### config.mk
export PLATFORM = sky130hd
export DESIGN_NAME = reg_file_seq
export DESIGN_NICKNAME = d
export VERILOG_FILES = /design/src/rtl/reg_file_seq_pkg.sv /design/src/rtl/reg_file_seq.sv
export SDC_FILE = /design/constraint.sdc
export NUM_CORES = 1
export LEC_CHECK = 0
export ABC_AREA = 1
export BUFFER_PORTS_ARGS = -buffer_cell sky130_fd_sc_hd__buf_4
export CORE_MARGIN = 4
export CORE_UTILIZATION = 49
export CTS_CLUSTER_DIAMETER = 50
export DETAILED_ROUTE_END_ITERATION = 10
export PLACE_DENSITY = 0.95
export SYNTH_ARGS = -nofsm -noshare
export SYNTH_HDL_FRONTEND = slang
export SYNTH_SLANG_ARGS = --single-unit
### constraint.sdc
create_clock -name clk -period 2.2 [get_ports clk]
set_clock_uncertainty 0.2 [all_clocks]
set_input_delay 0.44 -clock clk [delete_from_list [all_inputs] [get_ports clk]]
set_output_delay 0.44 -clock clk [all_outputs]
set_load 0.02 [all_outputs]
### src/rtl/reg_file_seq_pkg.sv
// Shared definitions for the register-file bulk-access sequencer:
// state encodings, command opcodes and the default data/address widths.
package reg_file_seq_pkg;

   localparam int DEF_DATA_W = 8;
   localparam int DEF_ADDR_W = 3;

   localparam logic OP_LOAD = 1'b0;
   localparam logic OP_DUMP = 1'b1;

   typedef enum logic [2:0] {
      ST_IDLE     = 3'd0,
      ST_LOAD     = 3'd1,
      ST_DUMP_RD  = 3'd2,
      ST_DUMP_OUT = 3'd3,
      ST_FINISH   = 3'd4
   } seq_state_t;

endpackage

### src/rtl/reg_file_seq.sv
// Bulk load/dump sequencer mastering the register file's write port and read port 1.
// Loads a run of registers from an input byte stream or dumps a run onto an output stream.
module reg_file_seq
   import reg_file_seq_pkg::*;
#(
   parameter int DATA_W = DEF_DATA_W,
   parameter int ADDR_W = DEF_ADDR_W
) (
   input  logic              clk,
   input  logic              reset_n,
   input  logic              cmd_valid,
   output logic              cmd_ready,
   input  logic              cmd_op,
   input  logic [ADDR_W-1:0] cmd_start,
   input  logic [ADDR_W-1:0] cmd_count,
   input  logic              in_valid,
   output logic              in_ready,
   input  logic [DATA_W-1:0] in_data,
   output logic              out_valid,
   input  logic              out_ready,
   output logic [DATA_W-1:0] out_data,
   output logic [ADDR_W-1:0] out_addr,
   output logic [ADDR_W-1:0] writereg,
   output logic [DATA_W-1:0] writedata,
   output logic              writeenable,
   output logic [ADDR_W-1:0] readreg1,
   input  logic [DATA_W-1:0] regout1,
   output logic              done,
   output logic [2:0]        state_dbg
);

   // Remaining count needs one extra bit so that a count field of 0 can mean 2^ADDR_W.
   localparam int CNT_W = ADDR_W + 1;

   seq_state_t        state_q, state_d;
   logic [ADDR_W-1:0] addr_q, addr_d;
   logic [CNT_W-1:0]  rem_q, rem_d;
   logic [DATA_W-1:0] out_data_q, out_data_d;
   logic [ADDR_W-1:0] out_addr_q, out_addr_d;
   logic              out_valid_q, out_valid_d;

   always_ff @(posedge clk or negedge reset_n) begin
      if (!reset_n) begin
         state_q     <= ST_IDLE;
         addr_q      <= '0;
         rem_q       <= '0;
         out_data_q  <= '0;
         out_addr_q  <= '0;
         out_valid_q <= 1'b0;
      end else begin
         state_q     <= state_d;
         addr_q      <= addr_d;
         rem_q       <= rem_d;
         out_data_q  <= out_data_d;
         out_addr_q  <= out_addr_d;
         out_valid_q <= out_valid_d;
      end
   end

   // Every stream and command port transfers on a rising edge where valid and ready
   // are both high; a valid, once raised, is held with its payload until that edge.
   always_comb begin
      state_d     = state_q;
      addr_d      = addr_q;
      rem_d       = rem_q;
      out_data_d  = out_data_q;
      out_addr_d  = out_addr_q;
      out_valid_d = out_valid_q;
      case (state_q)
         ST_IDLE: begin
            if (cmd_valid) begin
               addr_d  = cmd_start;
               rem_d   = (cmd_count == '0) ? CNT_W'(1 << ADDR_W) : CNT_W'(cmd_count);
               state_d = (cmd_op == OP_DUMP) ? ST_DUMP_RD : ST_LOAD;
            end
         end
         ST_LOAD: begin
            if (in_valid) begin
               addr_d = addr_q + 1'b1;
               rem_d  = rem_q - 1'b1;
               if (rem_q == CNT_W'(1)) state_d = ST_FINISH;
            end
         end
         ST_DUMP_RD: begin
            out_data_d  = regout1;
            out_addr_d  = addr_q;
            out_valid_d = 1'b1;
            state_d     = ST_DUMP_OUT;
         end
         ST_DUMP_OUT: begin
            if (out_ready) begin
               out_valid_d = 1'b0;
               addr_d      = addr_q + 1'b1;
               rem_d       = rem_q - 1'b1;
               state_d     = (rem_q == CNT_W'(1)) ? ST_FINISH : ST_DUMP_RD;
            end
         end
         ST_FINISH: state_d = ST_IDLE;
         default:   state_d = ST_IDLE;
      endcase
   end

   assign cmd_ready   = (state_q == ST_IDLE);
   assign in_ready    = (state_q == ST_LOAD);
   assign writeenable = in_ready & in_valid;
   assign writereg    = addr_q;
   // Write data is a passthrough of the stream, forced to zero outside LOAD.
   assign writedata   = in_ready ? in_data : '0;
   assign readreg1    = addr_q;
   assign out_valid   = out_valid_q;
   assign out_data    = out_data_q;
   assign out_addr    = out_addr_q;
   assign done        = (state_q == ST_FINISH);
   assign state_dbg   = state_q;

endmodule

==> results of run 1 <==
-- kinds of logic (layout without fill, tap and decap cells) --
group / count (synthesis) / after routing
fa+ha+maj: 3 / 3
flops: 22 / 22
buf+inv: 29 / 88
simple gates: 116 / 116
compound gates: 9 / 9
xor+xnor: 2 / 2
-- power by group through the flow --
stage	clock [mW]	sequential (mW)	combinational (mW)
finish	0.313	0.811	1.83
global route	0.335	0.838	2.02
CTS	0.313	0.804	1.85
detailed placement	0	0.811	1.84
global placement	0	0.802	1.78
floorplan	0	0.956	1.05
-- tightest hold or removal path: stages --
cell and delay, ns:
buf_4 0.08, nand3_1 0.06, nand2_1 0.06
-- final cells by class --
type                       instances  area share [%]
multi-input combinational        130           33.54
sequential                        22           30.75
timing repair buffer              62           26.08
inverter                          22           4.603
tap                               30           2.092
clock inverter                     1           1.674
clock buffer                       3           1.255
-- sequential cells by signal, indices dropped and copies added (netlist names) --
name       cells
out_addr       3
rem_q          4
state_dbg      3
out_data       8
readreg1       3
out_valid      1
-- layout by cell type, fill, tap and decap left out --
| cell | Yosys | layout |
|---|---|---|
| nand2_1 | 68 | 68 |
| buf_4 | 3 | 61 |
| dfrtp_1 | 22 | 21 |
| nand3_1 | 20 | 20 |
| inv_1 | 18 | 18 |
| nor2_1 | 15 | 15 |
| nand2_2 | 5 | 5 |
| o21ai_0 | 5 | 5 |
| inv_2 | 4 | 4 |
| nor3_1 | 3 | 3 |
| nor2_2 | 3 | 3 |
| a21oi_1 | 3 | 3 |
| ha_1 | 3 | 3 |
| clkbuf_4 | 0 | 3 |
| nor2_4 | 2 | 2 |
| xnor2_1 | 2 | 2 |
| o21bai_1 | 1 | 1 |
| bufinv_16 | 0 | 1 |
| dlygate4sd3_1 | 0 | 1 |
| dfrtp_2 | 0 | 1 |
-- metrics by stage --
stage	hold WS, ns	instances	setup slack (ns)	power (mW)	utilization (%)
detailed placement	0.1428	265	0.4309	2.652	69.85
global route	0.1394	270	0.02481	3.195	72.42
floorplan	-0.05559	181	0.4042	2.009	-
finish	0.1530	270	0.1216	2.958	72.42
CTS	0.1555	270	0.07942	2.964	72.37
global placement	0.1398	265	0.4771	2.583	69.85
-- layer usage --
metal	up-vias	share of wire, %	global-route usage, %
met4	0	1.7	8.091
met5	-	0	0
li1	676	-	-
met2	77	50	35.96
met1	657	38	23.85
met3	7	9.5	3.268
-- worst paths after layout --
path / start / to / slack, ns / cells after the start
max: state_dbg[2] / writedata[2] / 0.12 / 4
min: regout1[0] / out_data[0] / 0.15 / 3
max reg2reg: state_dbg[0] / state_dbg[0] / 0.42 / 5
min reg2reg: out_addr[1] / out_addr[1] / 0.30 / 2
max in group asynchronous: reset_n / state_dbg[2] / 1.23 / 2
min in group asynchronous: reset_n / out_data[1] / 0.34 / 2
-- timing repair --
action | CTS | global route
hold endpoints to repair | 22 | 0
hold buffers | 1 | 0
gates resized for setup | 0 | 1
endpoints found under the setup margin | 0 | 5
==> results.toml, run 1 <==
[worst_setup_path]
path_delay_family = "flip-flops"
cp.required_ns = 1.56
crit_chain = "nor2_4, nand2_2, nor2_1, buf_4"
crit_arrival_ns = 1.44
path_max_fanout = 10
slowest_delay_ns = 0.50
cp-end-kind = "output port"
cp-start-kind = "flop"
critPathBufInv = 1
critPathSlowestCell = "dfrtp_2"
critPathKind = "flop to output port"

[timing]
rsz0062_at_grt = "no"
finalSetupViolations = 0
setup_tns_ns = 0
min_period_over_period_pct = 94.47
finalMaxSlewViolations = 0
fmax_mhz = 481.1
hold_viol_final = 0
maxSlewHeadroom_pct = 71.80
period_minus_slack_ns = 2.078
tightest_slew_ns = 0.4220

[power]
pwr_density_cell_nw_per_um2 = 1649
p_leak_nw = 1.061
seqPwrFrac_pct = 27.4
comb_power_share_pct = 62.0
p_switching_mw = 1.472
p_sw_share_pct = 49.75
vdd_drop_max_uv = 1361
intPower_mw = 1.486
power.share.clock_pct = 10.6

[yosys]
synth-xor-area-share_pct = 1.373
synth_top_family_by_area = "simple AND/OR/NAND/NOR gates"
synth_compound_gate_area_share_pct = 3.725
syn_avg_cell_area_um2 = 7.051
ys.flop_type = "dfrtp_1"
synth_warnings = 0
ys_types = 18
muxShareOfSynthArea_pct = 0
synthCells = 181
async_reset_ff_share_pct = 100.0
synth-seq-cells = 22
ys_seq_area_share_pct = 43.14
synthSimpleGateAreaFrac_pct = 39.12
synth.most_common_cell = "nand2_1"
syn-num-nets = 212
netlist_top_cells_area = "dfrtp_1 (43%), nand2_1 (20%), nand3_1 (7.8%)"
synthAdderAreaFrac_pct = 2.941
synth_top_area_share_pct = 43.14
synth_top_area_cell = "dfrtp_1"
synth_common_cells = "nand2_1 (68), dfrtp_1 (22), nand3_1 (20), inv_1 (18), nor2_1 (15)"
syn-cell-area_um2 = 1276
synth_edf_count = 0

[floorplanning]
rows = 18
die_h_um = 59.04
start_util_pct = 51.52
dieArea_um2 = 3485
num_io_pins = 61
die_w_um = 59.04
core_area_um2 = 2477

[placed_design]
placed_area_um2 = 1730
hpwl_um = 2637
gp_congestion = 0.8147
numPortBuffers = 60

[cells_and_area]
antenna_cells = 0
fin_nets = 272
syn_to_final_growth_pct = 40.59
drive_gt1_share_pct = 33.33
multi_input_area_um2 = 601.8
stdcell_area_um2 = 1794
nFillCells = 204
final-seq-area_um2 = 551.8

[worst_hold_path]
hold_class = "primary input to flop"

[detailed_routing]
vias_per_cell = 5.248
firstDrtPassIters = 5
drt_iter0_markers = 79
wl_per_cell_um = 12.64
ant_nets = 0
num_vias = 1417
drc = 0
wl_um = 3413

[flow_run]
drv_cap = 0

[outcome]
outcome = "finished clean"

[clock_network]
cts_setup_buffers = 0
cts.sinks = 22
cts_tree = "yes"
clkSlewWorstSetupHoldPaths_ns = 0.13
insertion_delay_ns = 0.31
cts_made_buffers = 3
cts_root_buf = "clkbuf_4"
cts_max_level = 1
cts_max_path_buffers = 2

[global_route]
antenna_found_initial = 0
grt_pass1_vias = 1226
grt_pass1_wl_um = 5437
gr-usage-all-layers_pct = 20.12
grt_max_degree = 23
grt_overflow = 0
Power figures use the tool's default switching activity.
==> run 2: changes to the inputs <==
--- a/config.mk
+++ b/config.mk
@@ -5,10 +5,9 @@
 export SDC_FILE = /design/constraint.sdc
 export NUM_CORES = 1
 export LEC_CHECK = 0
-export ABC_AREA = 1
 export BUFFER_PORTS_ARGS = -buffer_cell sky130_fd_sc_hd__buf_4
 export CORE_MARGIN = 4
-export CORE_UTILIZATION = 49
+export CORE_UTILIZATION = 48
 export CTS_CLUSTER_DIAMETER = 50
 export DETAILED_ROUTE_END_ITERATION = 10
 export PLACE_DENSITY = 0.95
==> run 2 against run 1 <==
Critical path depth did not move. Via count fell by 26%. Fmax up 0.28%. Sequential share of layout area up 1.3 points. Non-clock buffer count increased by 2. Core utilization up 2.0 points. Design area shrank 3.8%. Flip-flop and latch count is the same. Count of clock-buffer cells in the layout grew 1. Total power is 17% lower. Sequential power barely moved.
==> results.toml, run 2 <==
[timing]
min_period_over_period_pct = 94.21
maxSlewHeadroom_pct = 57.72
hold_viol_final = 0
setup_tns_ns = 0
period_minus_slack_ns = 2.073
finalSetupViolations = 0
finalMaxSlewViolations = 0
rsz0062_at_grt = "no"
fmax_mhz = 482.5
tightest_slew_ns = 0.6325

[placed_design]
placed_area_um2 = 1670
numPortBuffers = 60
gp_congestion = 0.9055
hpwl_um = 2532

[global_route]
antenna_found_initial = 0
grt_pass1_wl_um = 4961
grtUsageMet3_pct = 4.009
use_met1_pct = 21.46
busiest_layer = "met2"
grt_max_degree = 23
grtUsageMet2_pct = 34.77
gr-usage-all-layers_pct = 18.71
grt_pass1_vias = 1080
grt_overflow = 0

[yosys]
ys.flop_type = "dfrtp_1"
muxShareOfSynthArea_pct = 16.60
synth_warnings = 0
synth_top_area_share_pct = 45.36
synth_edf_count = 0
syn_avg_cell_area_um2 = 11.03
synthSimpleGateAreaFrac_pct = 18.45
ys_seq_area_share_pct = 45.36
netlist_top_cells_area = "dfrtp_1 (45%), mux2_1 (11%), and2_1 (4.6%)"
synth_common_cells = "dfrtp_1 (22), mux2_1 (12), and2_1 (9), inv_1 (6)"
async_reset_ff_share_pct = 100.0
synth-seq-cells = 22
synth_top_area_cell = "dfrtp_1"
ys_types = 39
synth.most_common_cell = "dfrtp_1"
syn-cell-area_um2 = 1214
synthCells = 110
synth_top_family_by_area = "simple AND/OR/NAND/NOR gates"
synthAdderAreaFrac_pct = 3.093
synth_compound_gate_area_share_pct = 10.41
synth-xor-area-share_pct = 0
syn-num-nets = 141

[cells_and_area]
mostFrequentLayoutCells = "buf_4 (63), dfrtp_1 (20), mux2_1 (12)"
stdcell_area_um2 = 1727
final_common_cell = "buf_4"
drive_gt1_share_pct = 45.29
antenna_cells = 0
fin_nets = 202
syn_to_final_growth_pct = 42.27
largest_reg_flops = 8
nFillCells = 159

[floorplanning]
die_h_um = 58.29
die_w_um = 58.29
dieArea_um2 = 3397
rows = 17
core_area_um2 = 2318
num_io_pins = 61
start_util_pct = 52.35

[power]
p_leak_nw = 0.8457
pwr_density_cell_nw_per_um2 = 1417
vdd_drop_max_uv = 1169

[flow_run]
drv_cap = 0

[detailed_routing]
vias_per_cell = 5.268
num_vias = 1043
wl_per_cell_um = 16.09
firstDrtPassIters = 4
wl_um = 3186
ant_nets = 0
drt_iter0_markers = 45
drc = 0

[worst_setup_path]
cp-start-kind = "flop"
timing.rr.start = "state_dbg[2]"
r2r_slack_ns = 0.25
crit_chain = "nand2b_1, nor2_4, and2_1, buf_4"
critPathKind = "flop to output port"
slowest_delay_ns = 0.44
path_max_fanout = 10
cp.required_ns = 1.56
critPathSlowestCell = "dfrtp_1"
reg2reg_to = "rem_q[3]"
crit_arrival_ns = 1.43
r2r_cells = 5
cp-end-kind = "output port"

[clock_network]
cts_root_buf = "clkbuf_4"
cts_made_buffers = 3
cts_tree = "yes"
clkSlewWorstSetupHoldPaths_ns = 0.13
insertion_delay_ns = 0.31
cts.sinks = 22
cts_max_path_buffers = 2
cts_max_level = 1

[worst_hold_path]
hold_depth = 2
hold_end = "out_data[0]"
hold_class = "primary input to flop"
min_from = "regout1[0]"

[outcome]
outcome = "finished clean"
==> run 2: through the flow <==
| step | util [%] | cells | worst slack [ns] | hold WS (ns) | power [mW] |
|---|---|---|---|---|---|
| floorplan | - | 110 | 0.02641 | -0.05559 | 1.675 |
| finish | 74.47 | 198 | 0.1274 | 0.1288 | 2.447 |
| global route | 74.47 | 198 | 0.02982 | 0.1277 | 2.599 |
| detailed placement | 72.05 | 193 | 0.2307 | 0.1415 | 2.207 |
| CTS | 74.20 | 198 | 0.01042 | 0.1334 | 2.450 |
| global placement | 72.05 | 193 | 0.3507 | 0.1371 | 2.132 |
==> run 2: final cells by class <==
class                   instances  area (um2)  share of cell area [%]
inverters                       6       22.52                   1.304
flip-flops and latches         22       553.0                   32.03
repair buffers                 64       483.0                   27.97
clock buffers                   4       36.28                   2.101
well taps                      28       35.03                   2.029
multi-input cells              74       596.8                   34.57
==> run 2: how the worst max path moves through the flow <==
stage | start | to | slack (ns) | depth (start not counted)
3_5_place_dp | state_dbg[0] | writedata[0] | 0.23 | 4
4_1_cts | state_dbg[1] | writedata[0] | 0.01 | 3
6_report | state_dbg[2] | writedata[0] | 0.13 | 4
2_1_floorplan | state_dbg[2] | writedata[0] | 0.03 | 4
3_3_place_gp | state_dbg[1] | readreg1[1] | 0.35 | 4
5_1_grt | state_dbg[2] | writedata[0] | 0.03 | 4
==> run 2: metal layers <==
layer  part of all wire, %  wire length [um]
met4                   1.5                48
met1                    37              1175
met3                   6.0               192
met5                     0                 0
met2                    55              1768
==> run 2: timing repair <==
item / CTS / global route
resized for setup: 2 / 2
hold buffers: 1 / 0
setup buffers: 0 / 0
cloned: 0 / 0
hold endpoints to repair: 22 / 0
endpoints found under the setup margin: 10 / 9
==> run 2: power by group <==
part / internal (mW) / total, mW / switching, mW
combinational: 0.677 / 1.41 / 0.731
clock: 0.101 / 0.229 / 0.127
sequential: 0.607 / 0.810 / 0.203
==> run 2: cells by family (layout without fill, tap and decap cells) <==
family	Yosys count	count (layout)
buf+inv	14	74
simple gates	36	36
flops	22	22
compound gates	17	17
fa+ha+maj	3	3
mux	18	18
==> run 2: worst max-delay path, delay by kind of cell (launching register included) <==
family	cells	cell delay, ns
buffers and inverters	1	0.14
and+or+nand+nor	3	0.54
DFF	1	0.44
==> run 3: changes to the inputs <==
--- a/config.mk
+++ b/config.mk
@@ -7,10 +7,10 @@
 export LEC_CHECK = 0
 export BUFFER_PORTS_ARGS = -buffer_cell sky130_fd_sc_hd__buf_4
 export CORE_MARGIN = 4
-export CORE_UTILIZATION = 48
+export CORE_UTILIZATION = 45
 export CTS_CLUSTER_DIAMETER = 50
 export DETAILED_ROUTE_END_ITERATION = 10
-export PLACE_DENSITY = 0.95
+export PLACE_DENSITY = 0.9
 export SYNTH_ARGS = -nofsm -noshare
 export SYNTH_HDL_FRONTEND = slang
 export SYNTH_SLANG_ARGS = --single-unit
==> constraint.sdc (replaced) <==
create_clock -name clk -period 2.35 [get_ports clk]
set_clock_uncertainty 0.2 [all_clocks]
set_input_delay 0.47 -clock clk [delete_from_list [all_inputs] [get_ports clk]]
set_output_delay 0.47 -clock clk [all_outputs]
set_load 0.02 [all_outputs]
==> run 3 against run 2 <==
Design area about the same. Core utilization down 6.0 points. Worst hold slack better by 0.035 ns. Count of clock-buffer cells in the layout unchanged. Sequential share of layout area down 0.096 points. Via count down 3.2%. Global-route usage up 0.26 points. Register-to-register slack better by 0.14 ns. Sequential power down 6.8%. Final cell count up 1.0%. Critical endpoint unchanged.
==> results.toml, run 3 (synthesized netlist as in run 2, its figures left out) <==
[placed_design]
gp_congestion = 0.8052
dp_cells = 195
dp_slack_ns = 0.3082
numPortBuffers = 60
hpwl_um = 2467

[timing]
period_minus_slack_ns = 2.164
hold_viol_final = 0
maxSlewHeadroom_pct = 62.82
setup_tns_ns = 0
rsz0062_at_grt = "no"
finalMaxSlewViolations = 0
min_period_over_period_pct = 92.10
fin_ws_ns = 0.1856
finalSetupViolations = 0
fmax_mhz = 462.0
tightest_slew_ns = 0.5563

[worst_setup_path]
critPathSlowestCell = "dfrtp_1"
cp-start-kind = "flop"
crit_chain = "nor2_4, and2_1, buf_4"
r2r_slack_ns = 0.39
critPathKind = "flop to output port"
slowest_delay_ns = 0.70
crit_arrival_ns = 1.49
path_delay_family = "flip-flops"
cp-end-kind = "output port"
critPathBufInv = 1
cp.required_ns = 1.68
path_max_fanout = 16

[clock_network]
cts.sinks = 22
cts_max_path_buffers = 2
cts_made_buffers = 3
cts_max_level = 1
clkSlewWorstSetupHoldPaths_ns = 0.12
cts_root_buf = "clkbuf_4"
cts_setup_buffers = 0
insertion_delay_ns = 0.31
cts_tree = "yes"

[floorplanning]
start_util_pct = 48.12
core_area_um2 = 2522
die_h_um = 59.93
rows = 18
dieArea_um2 = 3592
num_io_pins = 61
die_w_um = 59.93

[detailed_routing]
ant_nets = 0
num_vias = 1010
firstDrtPassIters = 4
drt_iter0_markers = 19
wl_um = 3079
vias_per_cell = 5.050
wl_per_cell_um = 15.40
drc = 0

[cells_and_area]
largest_reg_flops = 8
fin_util_pct = 68.50
mostFrequentLayoutCells = "buf_4 (63), dfrtp_1 (21), mux2_1 (12)"
finalNonFillerCells = 200
nFillCells = 192
fin_nets = 202
drive_gt1_share_pct = 44.71
antenna_cells = 0
syn_to_final_growth_pct = 42.37
final_common_cell = "buf_4"

[global_route]
grt_max_degree = 23
grt_pass1_vias = 1068
grt_overflow = 0
gr-usage-all-layers_pct = 18.97
grt_pass1_wl_um = 5023
antenna_found_initial = 0

[worst_hold_path]
hold_class = "primary input to flop"

[power]
p_total_mw = 2.264
vdd_drop_max_uv = 1035
p_leak_nw = 0.8461
pwr_density_cell_nw_per_um2 = 1310

[flow_run]
drv_cap = 0

[outcome]
outcome = "finished clean"
==> run 3: cell counts in the layout (fill, tap and decap cells not counted) <==
No cell type changed its count.
==> run 3: final timing paths <==
kind	startpoint	end	cells after the start
max	state_dbg[1]	writedata[0]	3
min	regout1[4]	out_data[4]	2
max reg2reg	state_dbg[1]	readreg1[1]	4
min reg2reg	out_valid	out_valid	1
max in group asynchronous	reset_n	state_dbg[0]	2
min in group asynchronous	reset_n	readreg1[1]	2
==> run 3: where the power goes <==
part           internal [mW]  switching, mW
logic                  0.632          0.669
clock network         0.0948          0.113
registers              0.567          0.188
total                   1.29          0.970
==> run 3: layout make-up <==
| cell class | count | area [um2] | share of cell area [%] |
|---|---|---|---|
| clock buffer | 4 | 36.28 | 2.100 |
| inverter | 6 | 22.52 | 1.303 |
| multi-input combinational | 74 | 596.8 | 34.54 |
| sequential | 22 | 551.8 | 31.93 |
| tap | 30 | 37.54 | 2.172 |
| timing repair buffer | 64 | 483.0 | 27.95 |
==> run 3: routing by layer <==
layer  global-route usage [%]  part of all wire, %
met5                        0                    0
met1                    22.18                   38
met2                    34.26                   56
met3                    4.752                  5.2
met4                    4.747                  1.3
==> run 3: stage by stage <==
step           cell area (um2)  hold slack (ns)
2_1_floorplan             1214         -0.02559
3_3_place_gp              1673           0.1682
3_5_place_dp              1673           0.1700
4_1_cts                   1722           0.1489
6_report                  1728           0.1640
5_1_grt                   1728           0.1414
==> run 3: what timing repair did <==
| action | in CTS | in global routing |
|---|---|---|
| setup endpoints to repair | 9 | 9 |
| hold buffers | 1 | 0 |
| hold endpoints to repair | 22 | 0 |
| gates resized for setup | 1 | 2 |
